File: src/rtl/universal_shift_reg_burst.sv
// Parametrised universal shift register with rotate/arithmetic/clear modes,
// clock enable and a burst sequencer that repeats one shift-class op N times.
module universal_shift_reg_burst #(
  parameter int WIDTH = 8,
  parameter int CNT_W = 4
) (
  input  logic             clk,
  input  logic             clear,
  input  logic             en,
  input  logic [2:0]       mode,
  input  logic [WIDTH-1:0] I,
  input  logic             MSB_in,
  input  logic             LSB_in,
  input  logic             start,
  input  logic [CNT_W-1:0] count,
  output logic [WIDTH-1:0] A,
  output logic             so_right,
  output logic             so_left,
  output logic             busy,
  output logic             done
);

  localparam logic [2:0] M_HOLD = 3'b000;
  localparam logic [2:0] M_SHR  = 3'b001;
  localparam logic [2:0] M_SHL  = 3'b010;
  localparam logic [2:0] M_LOAD = 3'b011;
  localparam logic [2:0] M_ROR  = 3'b100;
  localparam logic [2:0] M_ROL  = 3'b101;
  localparam logic [2:0] M_ASR  = 3'b110;
  localparam logic [2:0] M_CLR  = 3'b111;

  typedef enum logic {
    IDLE  = 1'b0,
    BURST = 1'b1
  } state_t;

  state_t           r_state;
  logic [WIDTH-1:0] r_a;
  logic [CNT_W-1:0] r_rem;
  logic [2:0]       r_mode;
  logic             r_busy;
  logic             r_done;

  logic [WIDTH-1:0] w_next_idle;
  logic [WIDTH-1:0] w_next_burst;
  logic             w_shift_req;

  function automatic logic is_shift_class(input logic [2:0] m);
    logic r;
    case (m)
      M_SHR, M_SHL, M_ROR, M_ROL, M_ASR: r = 1'b1;
      default:                           r = 1'b0;
    endcase
    return r;
  endfunction

  function automatic logic [WIDTH-1:0] apply_op(
    input logic [2:0]       m,
    input logic [WIDTH-1:0] a,
    input logic [WIDTH-1:0] din,
    input logic             msb_in,
    input logic             lsb_in
  );
    logic [WIDTH-1:0] r;
    case (m)
      M_HOLD:  r = a;
      M_SHR:   r = {msb_in, a[WIDTH-1:1]};
      M_SHL:   r = {a[WIDTH-2:0], lsb_in};
      M_LOAD:  r = din;
      M_ROR:   r = {a[0], a[WIDTH-1:1]};
      M_ROL:   r = {a[WIDTH-2:0], a[WIDTH-1]};
      M_ASR:   r = {a[WIDTH-1], a[WIDTH-1:1]};
      M_CLR:   r = {WIDTH{1'b0}};
      default: r = a;
    endcase
    return r;
  endfunction

  // In BURST the latched mode drives the datapath; serial inputs stay live.
  assign w_next_idle  = apply_op(mode, r_a, I, MSB_in, LSB_in);
  assign w_next_burst = apply_op(r_mode, r_a, I, MSB_in, LSB_in);
  assign w_shift_req  = en & start & is_shift_class(mode);

  // Burst sequencer and shift register state.
  always_ff @(posedge clk or negedge clear) begin
    if (!clear) begin
      r_state <= IDLE;
      r_a     <= {WIDTH{1'b0}};
      r_rem   <= {CNT_W{1'b0}};
      r_mode  <= M_HOLD;
      r_busy  <= 1'b0;
      r_done  <= 1'b0;
    end else begin
      case (r_state)
        IDLE: begin
          r_done <= 1'b0;
          if (w_shift_req) begin
            r_mode <= mode;
            if (count == {CNT_W{1'b0}}) begin
              r_done <= 1'b1;
            end else if (count == CNT_W'(1)) begin
              r_a    <= w_next_idle;
              r_done <= 1'b1;
            end else begin
              r_a     <= w_next_idle;
              r_rem   <= count - CNT_W'(1);
              r_busy  <= 1'b1;
              r_state <= BURST;
            end
          end else if (en) begin
            r_a <= w_next_idle;
          end else begin
            r_a <= r_a;
          end
        end
        BURST: begin
          r_a   <= w_next_burst;
          r_rem <= r_rem - CNT_W'(1);
          if (r_rem == CNT_W'(1)) begin
            r_busy  <= 1'b0;
            r_done  <= 1'b1;
            r_state <= IDLE;
          end else begin
            r_done  <= 1'b0;
          end
        end
        default: begin
          r_state <= IDLE;
          r_busy  <= 1'b0;
          r_done  <= 1'b0;
        end
      endcase
    end
  end

  assign A        = r_a;
  assign so_right = r_a[0];
  assign so_left  = r_a[WIDTH-1];
  assign busy     = r_busy;
  assign done     = r_done;

endmodule

File: config.mk
export PLATFORM = sky130hd
export DESIGN_NAME = universal_shift_reg_burst
export DESIGN_NICKNAME = d
export VERILOG_FILES = /design/src/rtl/universal_shift_reg_burst.sv
export SDC_FILE = /design/constraint.sdc
export NUM_CORES = 1
export LEC_CHECK = 0
export CORE_UTILIZATION = 52
export DETAILED_ROUTE_END_ITERATION = 16
export PLACE_DENSITY = 0.84
export SKIP_LAST_GASP = 1
export SYNTH_ARGS = -nofsm -noshare
export SYNTH_HDL_FRONTEND = slang
export SYNTH_SLANG_ARGS = --single-unit
File: constraint.sdc
create_clock -name clk -period 2.2 [get_ports clk]
set_input_delay 0.44 -clock clk [delete_from_list [all_inputs] [get_ports clk]]
set_output_delay 0.44 -clock clk [all_outputs]
set_load 0.1 [all_outputs]
==> results.toml <==
[outcome]
status = "completed"

[pwr]
finalPower_w = 0.00339
ir_worst_vdd_uv = 792
combPwrFrac_pct = 70.2
leakage_nw = 0.891
power_density_nw_per_um2 = 1630
switching_power_w = 0.00199
p_sw_share_pct = 58.5
p_seq_share_pct = 23.2
clkPwrFrac_pct = 6.6
p_int_w = 0.00141

[place]
gp_congestion = 0.927
io_buffers = 32
dp.final_hpwl_um = 3280
placed_cell_area_um2 = 2050

[clocking]
cts_tree = "done"
root_buffer = "clkbuf_4"
cts.sinks = 18
ctsLongestPathBuffers = 2
post_cts_buffers = 0
cts-resized-gates = 0
clock_latency_ns = 0.31
hold_buffers = 0
h-tree-depth = 1
clk_pin_slew_ns = 0.12
cts_buffers = 3

[worst_setup_path]
slowest_delay_ns = 0.51
crit_slowest_cell = "clkdlybuf4s50_1"
endpoint_kind = "register"
critPathRequiredTime_ns = 2.41
arrival_ns = 2.21
crit_type = "input port to register"
cp_cell_sequence = "clkdlybuf4s50_1, inv_1, ha_1, o21ai_0, and3_1, buf_4, mux2i_1, o21ai_1"
path_max_fanout = 4
r2r_slack_ns = 0.23
cp-start-kind = "input port"

[grt]
use_met3_pct = 3.93
grt_use_total_pct = 28.1
met1_usage_pct = 41.4
grt_max_degree = 26
grt_util_met2_pct = 42.2
grt_busiest_layer = "met2"
grt_pass1_wl_um = 7270
grt_pass1_vias = 1518
overflow = 0
antenna_found_initial = 0

[floorplanning]
fp-row-count = 20
start_util_pct = 55.0
die_y_um = 59.0
dieWidth_um = 59.0
io_pins = 33
die_area_um2 = 3490
coreArea_um2 = 3080

[synthesis]
synth_ff_type = "dfrtp_1"
synth_edf_count = 0
syn_inst = 210
synthArstFlopShare_pct = 100
netlist_area_um2 = 1690
postSynthNetCount = 236
yosysWarningCount = 0
ys_ff_latch = 18
seq_area_frac_synth_pct = 26.6
yosysUniqueCellTypes = 45
avgSynthCellArea_um2 = 8.06

[detailed_routing]
post_drt_via_cell_ratio = 6.19
drt_wl_total_um = 4570
first_pass_iters = 6
drc = 0
dr_total_vias = 1776
drt_iter0_markers = 125
routedWlPerCell_um = 15.9
ant_nets = 0

[timing]
maxClockFrequency_mhz = 499
setup_viol = 0
rsz0062_at_grt = "no"
maxSlewViolCount = 0
min_period_ns = 2.00
skew_ns = 0.00297
period_share_pct = 91.0
worst_pin_slew_ns = 0.730
slew_headroom_pct = 51.3
finalHoldViolCount = 0

[finish]
nNetsFinal = 270
design_area_um2 = 2080
diodes = 0
syn_to_final_growth_pct = 23.2
drive_gt1_share_pct = 18.1

[run]
drv_cap = 0

[min_path]
hold_path.class = "input port to async pin"
[path summary, 6_finish.rpt]
path,startpoint,cells past startpoint,endpoint
setup / recovery,count[0],8,r_rem[2]
hold / removal,clear,2,r_rem[2]
setup reg to reg,r_mode[1],4,A[0]
hold reg to reg,busy,2,busy
max in group asynchronous,clear,2,A[6]
min in group clk,busy,2,busy
[registers in the layout (all words and copies together) (netlist names)]
name / cells
r_mode: 3
r_rem: 4
done: 1
A: 8
busy: 1
r_state: 1
[power by group through the flow]
stage | Sequential [W] | Clock [W] | Combinational [W]
final | 0.000786 | 0.000224 | 0.00238
after global routing | 0.000806 | 0.000239 | 0.00255
after CTS | 0.000776 | 0.000224 | 0.00236
after detailed placement | 0.000784 | 0 | 0.00236
after global placement | 0.000777 | 0 | 0.00232
after floorplan | 0.00127 | 0 | 0.00140
[per-stage QoR]
| stage | instances | hold slack, ns | util (%) | setup slack [ns] | setup TNS, ns |
|---|---|---|---|---|---|
| 4_1_cts | 287 | 0.457 | 67.7 | 0.208 | 0 |
| 6_report | 287 | 0.445 | 67.7 | 0.197 | 0 |
| 5_1_grt | 287 | 0.477 | 67.7 | 0.0557 | 0 |
| 3_5_place_dp | 283 | 0.527 | 66.5 | -0.126 | -0.358 |
| 3_3_place_gp | 283 | 0.525 | 66.5 | -0.00659 | -0.00671 |
| 2_1_floorplan | 210 | 0.144 | - | 0.312 | 0 |
[cells by family (layout without fill, tap and decap cells)]
kind of cell	after synthesis	count (layout)	share of synthesized area [%]
flip-flops	18	18	26.6
AO/OA/AOI/OAI	73	73	30.3
XOR/XNOR	7	7	3.62
multiplexers	10	10	7.17
adder cells (fa/ha/maj)	5	5	3.70
buffers and inverters	33	66	10.1
AND/OR/NAND/NOR	64	64	18.5
[metal layers]
layer / part of all wire (%) / up-vias
met5: 0 / -
met4: 1.1 / 0
met3: 9.1 / 7
met2: 44 / 98
met1: 45 / 833
li1: - / 838
[cell usage after synthesis (2+ instances only)]
cell	number	area, um2
nand2_1	24	90.1
dfrtp_1	18	450
o21ai_0	13	65.1
inv_1	11	41.3
a21oi_1	10	50.1
buf_2	10	50.1
nand3_1	9	45.0
nor2_1	8	30.0
nand2b_1	6	37.5
xor2_1	6	52.6
a221oi_1	5	43.8
a31oi_1	5	31.3
buf_4	5	37.5
ha_1	5	62.6
mux2i_1	5	50.1
nor3_1	5	25.0
a221o_1	4	40.0
a22o_1	4	35.0
a22oi_1	4	30.0
clkbuf_1	4	15.0
o211ai_1	4	30.0
o221ai_1	4	35.0
o31ai_1	4	30.0
mux2_2	3	33.8
nand3b_1	3	22.5
nor2b_1	3	18.8
o21ai_1	3	15.0
o22ai_1	3	18.8
or3_1	3	18.8
a211oi_1	2	15.0
a311oi_1	2	17.5
buf_6	2	22.5
[final cells by class]
cell class / count / area, um2
Multi-Input combinational cell: 159 / 1070
Fill cell: 262 / 995
Sequential cell: 18 / 450
Timing Repair Buffer: 50 / 425
Tap cell: 44 / 55.1
Inverter: 12 / 45.0
Clock buffer: 4 / 36.3
[critical path, delay by kind of cell]
family	cells	cell delay [ns]
mux	1	0.20
compound gates	2	0.33
buf+inv	3	0.75
simple gates	1	0.28
fa+ha+maj	1	0.22
[cells in the final DEF (no fill, tap or decap), types with 5 or more instances in the layout]
cell / count
a21oi_1: 10
a221oi_1: 5
a31oi_1: 5
buf_4: 30
clkdlybuf4s50_1: 20
dfrtp_1: 18
ha_1: 5
inv_1: 11
mux2i_1: 5
nand2_1: 24
nand2b_1: 6
nand3_1: 9
nor2_1: 8
nor3_1: 5
o21ai_0: 13
xor2_1: 6
Power figures use the tool's default switching activity.
